## src/rtl/pipelined_add_sub.sv

```systemverilog
// WIDTH-bit add/subtract unit whose carry chain is split into STAGES registered
// chunks, with a valid/ready handshake and carry, overflow and zero flags.
module pipelined_add_sub #(
  parameter int WIDTH  = 16,
  parameter int STAGES = 4
) (
  input  logic             clk,
  input  logic             rst,
  input  logic             in_valid,
  output logic             in_ready,
  input  logic [WIDTH-1:0] A,
  input  logic [WIDTH-1:0] B,
  input  logic             Cin,
  input  logic             sub,
  output logic             out_valid,
  input  logic             out_ready,
  output logic [WIDTH-1:0] Sum,
  output logic             Cout,
  output logic             ovf,
  output logic             zero
);

  localparam int CW   = WIDTH / STAGES;
  localparam int LAST = STAGES - 1;

  // Signed overflow: operands agree in sign but the result does not.
  function automatic logic ovf_f(input logic a_msb, input logic b_msb,
                                 input logic s_msb);
    return (a_msb == b_msb) && (s_msb != a_msb);
  endfunction

  // Per-stage registers: the whole beat travels together so that lower result
  // chunks and the not-yet-added upper operand chunks stay aligned.
  logic             vld_q [STAGES];
  logic [WIDTH-1:0] opa_q [STAGES];
  logic [WIDTH-1:0] opb_q [STAGES];
  logic [WIDTH-1:0] res_q [STAGES];
  logic             cy_q  [STAGES];

  logic             v_s [STAGES];
  logic [WIDTH-1:0] a_s [STAGES];
  logic [WIDTH-1:0] b_s [STAGES];
  logic [WIDTH-1:0] r_s [STAGES];
  logic             c_s [STAGES];

  logic [CW:0]      csum_d [STAGES];
  logic [WIDTH-1:0] res_d  [STAGES];

  logic advance;

  // One global advance: every stage, bubbles included, moves or holds together.
  assign advance  = !vld_q[LAST] || out_ready;
  assign in_ready = advance;

  // Stage sources: stage 0 takes the inverted B and carry for subtraction,
  // later stages take the previous stage's registers.
  always_comb begin
    v_s[0] = in_valid;
    a_s[0] = A;
    b_s[0] = B ^ {WIDTH{sub}};
    c_s[0] = Cin ^ sub;
    r_s[0] = '0;
    for (int k = 1; k < STAGES; k++) begin
      v_s[k] = vld_q[k-1];
      a_s[k] = opa_q[k-1];
      b_s[k] = opb_q[k-1];
      c_s[k] = cy_q[k-1];
      r_s[k] = res_q[k-1];
    end
  end

  always_comb begin
    for (int k = 0; k < STAGES; k++) begin
      csum_d[k] = {1'b0, a_s[k][k*CW +: CW]} + {1'b0, b_s[k][k*CW +: CW]}
                + {{CW{1'b0}}, c_s[k]};
      res_d[k]  = r_s[k];
      res_d[k][k*CW +: CW] = csum_d[k][CW-1:0];
    end
  end

  always_ff @(posedge clk or posedge rst) begin
    if (rst) begin
      for (int k = 0; k < STAGES; k++) begin
        vld_q[k] <= 1'b0;
        opa_q[k] <= '0;
        opb_q[k] <= '0;
        res_q[k] <= '0;
        cy_q[k]  <= 1'b0;
      end
    end else if (advance) begin
      for (int k = 0; k < STAGES; k++) begin
        vld_q[k] <= v_s[k];
        opa_q[k] <= a_s[k];
        opb_q[k] <= b_s[k];
        res_q[k] <= res_d[k];
        cy_q[k]  <= csum_d[k][CW];
      end
    end
  end

  // Output stage: everything derives from the last stage's registers.
  assign out_valid = vld_q[LAST];
  assign Sum       = res_q[LAST];
  assign Cout      = cy_q[LAST];
  assign ovf       = ovf_f(opa_q[LAST][WIDTH-1], opb_q[LAST][WIDTH-1],
                           res_q[LAST][WIDTH-1]);
  assign zero      = (res_q[LAST] == '0);

endmodule

```

## config.mk

```make
export PLATFORM = sky130hd
export DESIGN_NAME = pipelined_add_sub
export DESIGN_NICKNAME = d
export VERILOG_FILES = /design/src/rtl/pipelined_add_sub.sv
export SDC_FILE = /design/constraint.sdc
export NUM_CORES = 1
export LEC_CHECK = 0
export ABC_AREA = 1
export CORE_MARGIN = 4
export CORE_UTILIZATION = 45
export CTS_CLUSTER_DIAMETER = 30
export CTS_CLUSTER_SIZE = 10
export DETAILED_ROUTE_END_ITERATION = 12
export GPL_TIMING_DRIVEN = 0
export PLACE_DENSITY = 0.74
export SYNTH_ARGS = -nofsm -noshare
export SYNTH_HDL_FRONTEND = slang
export SYNTH_SLANG_ARGS = --single-unit
```

## constraint.sdc

```tcl
create_clock -name clk -period 4.7 [get_ports clk]
set_clock_uncertainty 0.15 [all_clocks]
set_input_delay 1.41 -clock clk [delete_from_list [all_inputs] [get_ports clk]]
set_output_delay 1.41 -clock clk [all_outputs]
set_load 0.05 [all_outputs]
```

==> results by group, run 1 <==
Run status
  – Status: completed

Worst setup path
  – Worst path required time: 3.14 ns
  – CP cell instances: clkdlybuf4s50_1, nor2_4, inv_2, buf_6, buf_2, dlygate4sd2_1
  – Crit-path slowest cell: dlygate4sd2_1
  – Critical Path End Type: output port
  – CP Buf/Inv Count: 5
  – WS Path Type: primary input to output port
  – Crit-path max cell delay: 0.56 ns
  – Startpoint Class: primary input
  – Worst endpoint data arrival time: 3.07 ns
  – Worst R2R Start: a_s[12]
  – Crit path max-delay family: buffers and inverters
  – CP Max Fanout: 10
  – Worst Setup SP: out_ready

Drt
  – Vias: 3285
  – Wire per inst: 13.64 um
  – Drc violations: 0
  – Remaining antenna violation count after routing: 0
  – Final wirelength: 9.414 mm
  – Mean number of vias per cell: 4.761
  – Initial DRC Count: 157
  – Drt first pass iters: 4

Yosys
  – Number of synthesis warnings: 0
  – #FFs+latches synth: 98
  – Sequential cell area fraction in the yosys report: 55.57%
  – Compound-Gate Fraction of Synth Area: 7.712%
  – Post-Synth Simple-Gate Area: 19.71%
  – Distinct cells, synth: 25
  – Syn Nets: 545
  – Cell area after synthesis: 4413 um^2
  – Post-synth top area share: 55.57%
  – Main combinational cell family by area after synthesis: simple AND/OR/NAND/NOR gates
  – Synth area leader: dfrtp_1
  – Synthesized area per cell: 9.062 um^2
  – Post-Synth XOR/XNOR Area: 3.374%
  – Synth area leaders: dfrtp_1 (56%), nand2_1 (16%), o21ai_0 (5.4%), fa_1 (3.6%), ha_1 (3.4%)
  – Mux cell area share after synthesis: 0%
  – Cells after Synth: 487
  – Post-Synth Adder-Cell Area: 7.031%

Clock network
  – CTS tree: yes
  – Cells resized by post-CTS repair: 1
  – Post-CTS Setup Inserts: 0
  – Clock Sink Count: 98
  – Clk pin slew, worst setup/hold paths: 0.10 ns
  – Max H-tree Level: 3
  – CTS buffer count: 9
  – CTS root buffer: clkbuf_8
  – CTS Hold Bufs: 0
  – Clock Tree Buf Depth: 2
  – Clk_lat worst skew: 0.38 ns

Pwr
  – Comb pwr share: 44.2%
  – Internal: 0.002006 W
  – Leakage dissipation: 2.658 nW
  – Reg power frac: 40.6%
  – Total power: 0.003539 W
  – Clock power frac: 15.1%
  – Power per cell area: 659.2 nW/um^2
  – Maximum VDD drop: 235.3 uV
  – Psw: 0.001533 W
  – Sw frac: 43.32%

Floorplanning
  – Io pins: 59
  – Starting density of the core: 47.09%
  – FP Rows: 35
  – Die area: 11460 um^2
  – Placeable Area: 9371 um^2
  – Die Y-Extent: 107.0 um
  – Die W: 107.0 um

Cells and area
  – Design area: 5369 um^2
  – Antenna Cells: 0
  – Register area: 2452 um^2
  – Layout area overhead: 21.66%
  – Final core occ: 57.29%
  – # fillers: 869
  – Multi-input gate area: 1669 um^2
  – Final std cells w/o fill: 690
  – Commonest non-fill, non-tap cell in the layout: nand2_1
  – Final net count: 614
  – Fraction of layout cells with a size suffix above 1: 7.130%
  – Commonest non-fill, non-tap cells in the layout: nand2_1 (193), dfrtp_1 (98), clkdlybuf4s50_1 (56)

Hold path
  – Worst Min Path Start: v_s[0]
  – Hold Crit Class: register to register

Flow run
  – Max Cap Viol: 0

STA
  – Hold Fails Final Rpt: 0
  – Slew Limit Fails: 0
  – Worst slew margin: 60.60%
  – Post-layout min period: 4.625 ns
  – Tcrit/Tclk final: 98.41%
  – Setup ws final: 0.07482 ns
  – Worst-Margin Slew: 0.5909 ns
  – Endpoints failing setup: 0
  – Max Fclk: 0.2162 GHz
  – Unrepaired setup endpoints after global routing: no

GRT
  – Grt total ovfl: 0
  – First-pass GRT wire length: 15.87 mm
  – Antenna violations before repair: 0
  – Number of global-route vias before repair: 3290
  – GRT Resource Usage Total: 17.55%
  – Pin count of the biggest net entering global routing: 54

Placed design
  – Detailed Place HPWL: 6.954 mm
  – Buffers on Ports: 57
  – Post-place setup slack: -0.1957 ns
  – Gp weighted congestion: 0.8709
  – Post-DP Area: 5175 um^2
  – Placed insts: 674
==> synthesized netlist by cell type <==
library cell  instances
nand2_1             193
dfrtp_1              98
o21ai_0              48
inv_1                39
ha_1                 12
nand3_1              12
xnor2_1              12
buf_2                11
nor2_1               11
a21oi_1               8
fa_1                  8
clkbuf_1              5
o21ai_1               5
xor2_1                5
buf_6                 4
nor3_1                4
buf_4                 3
or2_2                 2
a22oi_1               1
a31oi_1               1
inv_2                 1
nor2_4                1
o21a_1                1
o22ai_1               1
o31ai_1               1
==> power by group through the flow <==
stage	Clock [W]	Sequential [W]	Combinational (W)
after floorplan	0	0.00166	0.000844
after global placement	0	0.00144	0.00152
after detailed placement	0	0.00146	0.00157
after CTS	0.000545	0.00144	0.00158
after global routing	0.000585	0.00149	0.00175
final	0.000536	0.00144	0.00157
==> registers in the layout (all words and copies together), names as in the netlist <==
signal,cells
r_s,24
out_valid,1
b_s,24
opb_q,1
c_s,3
opa_q,1
a_s,24
Sum,16
Cout,1
v_s,3
==> routing by layer <==
metal	GRT usage, %	routed length [um]
met5	0	0
met4	5.662	109
met3	3.311	427
met2	27.84	4470
met1	24.41	4407
==> kinds of logic (layout without fill, tap and decap cells) <==
family / after synthesis / after routing
flops: 98 / 98
simple gates: 223 / 223
xor+xnor: 17 / 17
buf+inv: 63 / 137
compound gates: 66 / 66
fa+ha+maj: 20 / 20
==> stage by stage <==
stage	setup TNS, ns	hold WS (ns)
5_1_grt	0	0.3465
3_3_place_gp	-76.06	0.2975
6_report	0	0.3226
2_1_floorplan	0	0.2900
3_5_place_dp	-0.1957	0.3052
4_1_cts	0	0.3223
==> final timing paths <==
| path | end | slack [ns] | cells after the start |
|---|---|---|---|
| min in group asynchronous | Sum[4] | 1.29 | 2 |
| max reg2reg | Cout | 2.78 | 6 |
| min | out_valid | 0.32 | 1 |
| max | in_ready | 0.07 | 6 |
| min reg2reg | out_valid | 0.32 | 1 |
| max in group asynchronous | b_s[41] | 2.45 | 3 |
==> area by class of cell <==
class / instances / share of cell area (%)
plain buffers: 23 / 2.633
clock buffers: 10 / 2.564
clock inverters: 6 / 1.072
inverters: 40 / 2.843
multi-input cells: 326 / 31.09
flip-flops and latches: 98 / 45.68
well taps: 129 / 3.006
repair buffers: 58 / 11.12
Power figures use the tool's default switching activity.
==> run 2: changes to the inputs <==
Settings changed: CORE_UTILIZATION 45 to 33, PLACE_DENSITY 0.74 to 0.59, SETUP_SLACK_MARGIN set to 0.3.
==> run 2 against run 1 <==
  * First-iteration DRC count shrank 3.2%
  * Sequential power barely moved
  * Worst setup slack gained 0.36 ns
  * Via count up 0.21%
  * Final area rose by 4.2%
  * Non-clock buffer count unchanged
  * Clock power up 65%
  * Critical endpoint unchanged
  * Global-route usage decreased by 3.3 points
  * Final cell count up 6.2%
  * Critical path depth unchanged
==> results by group, run 2 (synthesized netlist as in run 1, its figures left out) <==
Run status
  – Status: completed

Flow run
  – Max Cap Viol: 0

Worst setup path
  – Critical Path End Type: output port
  – Worst path required time: 3.14 ns
  – CP cell instances: clkdlybuf4s50_1, nor2_4, inv_2, buf_6, clkbuf_4, clkbuf_4
  – CP Buf/Inv Count: 5
  – Crit-path max cell delay: 0.51 ns
  – CP Max Fanout: 10
  – Crit path max-delay family: buffers and inverters
  – Crit-path slowest cell: clkdlybuf4s50_1
  – WS Path Type: primary input to output port
  – Cell repeated most along the worst path: clkbuf_4
  – Startpoint Class: primary input
  – Worst endpoint data arrival time: 2.70 ns

Pwr
  – Power per cell area: 697.2 nW/um^2
  – Leakage dissipation: 2.734 nW
  – Maximum VDD drop: 234.3 uV

Drt
  – Drc violations: 0
  – Mean number of vias per cell: 4.491
  – Final wirelength: 10.00 mm
  – Drt first pass iters: 5
  – Wire per inst: 13.65 um
  – Initial DRC Count: 152
  – Remaining antenna violation count after routing: 0
  – Vias: 3292

Cells and area
  – Fraction of layout cells with a size suffix above 1: 7.308%
  – Final net count: 614
  – Layout area overhead: 26.79%
  – Antenna Cells: 0
  – Commonest non-fill, non-tap cell in the layout: nand2_1
  – Commonest non-fill, non-tap cells in the layout: nand2_1 (193), dfrtp_1 (98), clkdlybuf4s50_1 (56)
  – Design area: 5595 um^2
  – Final std cells w/o fill: 733

Clock network
  – Clk_lat worst skew: 0.34 ns
  – Clk pin slew, worst setup/hold paths: 0.07 ns
  – CTS Hold Bufs: 0
  – Post-CTS Setup Inserts: 0
  – Clock Sink Count: 98
  – CTS buffer count: 9
  – CTS root buffer: clkbuf_16
  – Clock Tree Buf Depth: 2
  – CTS tree: yes
  – Max H-tree Level: 3

STA
  – Tcrit/Tclk final: 90.67%
  – Worst-Margin Slew: 0.6175 ns
  – Post-layout min period: 4.262 ns
  – Max Fclk: 0.2346 GHz
  – Setup ws final: 0.4383 ns
  – Unrepaired setup endpoints after global routing: no
  – Endpoints failing setup: 0
  – Hold Fails Final Rpt: 0
  – Worst slew margin: 58.84%
  – Slew Limit Fails: 0

GRT
  – Antenna violations before repair: 0
  – GRT Resource Usage Total: 14.23%
  – Grt total ovfl: 0
  – First-pass GRT wire length: 16.71 mm
  – Pin count of the biggest net entering global routing: 72
  – Number of global-route vias before repair: 3406

Floorplanning
  – FP Rows: 41
  – Die W: 123.6 um
  – Die area: 15290 um^2
  – Placeable Area: 12880 um^2
  – Io pins: 59
  – Starting density of the core: 34.27%
  – Die Y-Extent: 123.6 um

Hold path
  – Hold Crit Class: register to register

Placed design
  – Detailed Place HPWL: 7.292 mm
  – Post-place setup slack: -0.1828 ns
  – Gp weighted congestion: 0.8985
  – Buffers on Ports: 57
  – Placed insts: 717
  – Post-DP Area: 5229 um^2
[run 2: cell types whose count changed in the layout (fill, tap and decap cells not counted), moves of 2 or more]
cell       change
clkinv_4       -2
clkbuf_4       +2
clkbuf_16      +9
clkbuf_8      -10
inv_8          -2
bufinv_16      +4
[run 2: path summary, 6_finish.rpt]
path | start | end | slack (ns) | cells after the start
setup / recovery | out_ready | in_ready | 0.44 | 6
hold / removal | b_s[40] | b_s[24] | 0.32 | 2
setup reg to reg | a_s[12] | Cout | 2.78 | 6
hold reg to reg | b_s[40] | b_s[24] | 0.32 | 2
max in group asynchronous | rst | c_s[2] | 2.48 | 3
min in group asynchronous | rst | Sum[7] | 1.26 | 2
[run 2: timing repair]
item,4_1_cts,5_1_grt
endpoints found under the hold margin,0,0
pin swaps,0,0
setup endpoints to repair,1,1
gates resized for setup,5,2
[run 2: stage by stage]
stage	utilization, %	TNS [ns]	power (W)	hold WS (ns)
2_1_floorplan	-	0	0.002508	0.2900
3_3_place_gp	40.38	-77.67	0.002983	0.3037
3_5_place_dp	40.61	-0.1828	0.003037	0.3052
4_1_cts	43.42	0	0.003940	0.3234
5_1_grt	43.46	0	0.004207	0.3491
6_report	43.46	0	0.003901	0.3199
[run 2: layer usage]
metal / track usage [%] / part of all wire [%] / wire length, um
met1: 18.65 / 46 / 4612
met2: 22.98 / 47 / 4666
met3: 3.361 / 5.3 / 535
met4: 5.329 / 1.9 / 189
met5: 0 / 0 / 0
[run 2: area by class of cell]
class / instances / area (um^2)
plain buffers: 23 / 143.9
clock buffers: 9 / 225.2
clock inverters: 7 / 141.4
fillers: 1279 / 7281
inverters: 40 / 152.6
multi-input cells: 326 / 1669
flip-flops and latches: 98 / 2452
well taps: 172 / 215.2
repair buffers: 58 / 595.6
[run 2: worst register-to-register path, stage by stage, from the launching register on]
cell,delay [ns]
dfrtp_1,0.41
fa_1,0.46
fa_1,0.41
nand2_1,0.08
inv_1,0.04
o21ai_0,0.15
a21oi_1,0.10
[run 2: power by group]
part	internal [W]	total, W	switching [W]
Sequential	0.00122	0.00144	0.000218
Combinational	0.000574	0.00158	0.00100
Clock	0.000574	0.000887	0.000313
==> run 3: changes to the inputs <==
Settings changed: CELL_PAD_IN_SITES_DETAIL_PLACEMENT set to 1, CELL_PAD_IN_SITES_GLOBAL_PLACEMENT set to 1, PLACE_DENSITY 0.59 to 0.72, TNS_END_PERCENT set to 1.
==> run 3 against run 2 <==
  * Sequential share of layout area rose by 0.47 points
  * First-iteration DRC count rose by 9.9%
  * Sequential power hardly changed
  * Non-clock buffer count stayed put
  * Utilization fell by 0.46 points
  * Fmax down 0.20%
  * Worst setup slack got worse by 0.0086 ns
  * Wire length is 12% higher
==> results by group, run 3 (synthesized netlist as in run 1, its figures left out) <==
Clock network
  – CTS root buffer: clkbuf_16
  – Clk pin slew, worst setup/hold paths: 0.06 ns
  – CTS Hold Bufs: 0
  – CTS tree: yes
  – Max H-tree Level: 3
  – CTS buffer count: 9
  – Post-CTS Setup Inserts: 0
  – Clk_lat worst skew: 0.34 ns
  – Clock Tree Buf Depth: 2
  – Clock Sink Count: 98

Drt
  – Drt first pass iters: 4
  – Mean number of vias per cell: 4.590
  – Wire per inst: 15.36 um
  – Vias: 3360
  – Remaining antenna violation count after routing: 0
  – Drc violations: 0
  – Final wirelength: 11.24 mm
  – Initial DRC Count: 167

Worst setup path
  – CP Max Fanout: 10
  – Startpoint Class: primary input
  – Worst endpoint data arrival time: 2.71 ns
  – Worst Setup SP: out_ready
  – WS Path Type: primary input to output port
  – Worst R2R Start: a_s[12]
  – Worst path required time: 3.14 ns
  – Critical Path End Type: output port

STA
  – Worst-Margin Slew: 0.7000 ns
  – Setup ws final: 0.4297 ns
  – Endpoints failing setup: 0
  – Tcrit/Tclk final: 90.86%
  – Final setup TNS: 0 ns
  – Worst slew margin: 53.33%
  – Max Fclk: 0.2342 GHz
  – Slew Limit Fails: 0
  – Hold Fails Final Rpt: 0
  – Post-layout min period: 4.270 ns
  – Unrepaired setup endpoints after global routing: no

Floorplanning
  – Io pins: 59
  – Die area: 15290 um^2
  – Starting density of the core: 34.27%
  – FP Rows: 41
  – Placeable Area: 12880 um^2
  – Die W: 123.6 um
  – Die Y-Extent: 123.6 um

Hold path
  – Hold Crit Class: register to register
  – Worst Min Path Start: r_s[23]

Cells and area
  – Final net count: 614
  – # fillers: 1479
  – Fraction of layout cells with a size suffix above 1: 7.143%
  – Commonest non-fill, non-tap cell in the layout: nand2_1
  – Design area: 5537 um^2
  – Commonest non-fill, non-tap cells in the layout: nand2_1 (193), dfrtp_1 (98), clkdlybuf4s50_1 (56)
  – Antenna Cells: 0
  – Final core occ: 43.00%
  – Layout area overhead: 25.46%

Placed design
  – Post-place setup slack: -0.2621 ns
  – Post-DP Area: 5229 um^2
  – Gp weighted congestion: 0.8339
  – Detailed Place HPWL: 8.020 mm
  – Buffers on Ports: 57

Pwr
  – Power per cell area: 693.3 nW/um^2
  – Maximum VDD drop: 216.6 uV
  – Leakage dissipation: 2.710 nW

GRT
  – Busiest grt layer: met2
  – Grt total ovfl: 0
  – GRT Resource Usage Total: 16.21%
  – First-pass GRT wire length: 19.23 mm
  – Pin count of the biggest net entering global routing: 74
  – Met2 GRT Util: 27.14%
  – Number of global-route vias before repair: 3845
  – Antenna violations before repair: 0
  – GR met1 Demand/Resource: 21.79%
  – Met3 usage: 2.861%

Run status
  – Status: completed

Flow run
  – Max Cap Viol: 0
[run 3: final timing paths]
kind	cells past startpoint	slack, ns	to
min in group asynchronous	2	1.25	r_s[1]
max reg2reg	6	2.70	Cout
min reg2reg	2	0.32	r_s[7]
max	6	0.43	in_ready
min	2	0.32	r_s[7]
max in group asynchronous	3	2.46	a_s[43]
[run 3: per-layer routing]
metal | vias to the layer above | share of wire, %
met5 | - | 0
met4 | 0 | 1.4
li1 | 1652 | -
met3 | 12 | 3.1
met1 | 1642 | 47
met2 | 54 | 49
[run 3: through the flow]
| stage | power [W] | hold WS (ns) | cells |
|---|---|---|---|
| 6_report | 0.003839 | 0.3238 | 732 |
| 5_1_grt | 0.004153 | 0.3524 | 732 |
| 4_1_cts | 0.003884 | 0.3238 | 732 |
| 3_5_place_dp | 0.003082 | 0.3083 | 717 |
| 3_3_place_gp | 0.002995 | 0.3020 | 716 |
| 2_1_floorplan | 0.002508 | 0.2900 | 487 |
[run 3: where the power goes]
part	internal [W]	leakage [nW]	total [W]	switching, W
sequential	0.00122	1.19	0.00145	0.000227
combinational	0.000574	1.37	0.00162	0.00105
clock	0.000460	0.151	0.000770	0.000310
total	0.00225	2.71	0.00384	0.00158
[run 3: critical path, stage by stage]
cell             delay [ns]
clkdlybuf4s50_1        0.51
nor2_4                 0.07
inv_2                  0.08
buf_6                  0.14
clkbuf_4               0.25
buf_4                  0.23
[run 3: layout make-up]
class	count	area, um^2	share of cell area, %
inverter	40	152.6	2.757
multi-input combinational	326	1669	30.15
sequential	98	2452	44.29
timing repair buffer	58	595.6	10.76
tap	172	215.2	3.887
buffer	23	143.9	2.599
clock inverter	6	82.58	1.492
clock buffer	9	225.2	4.068
[run 3: timing repair]
action                     4_1_cts  5_1_grt
resized for setup                6        1
setup endpoints to repair        1        1
cloned                           0        0
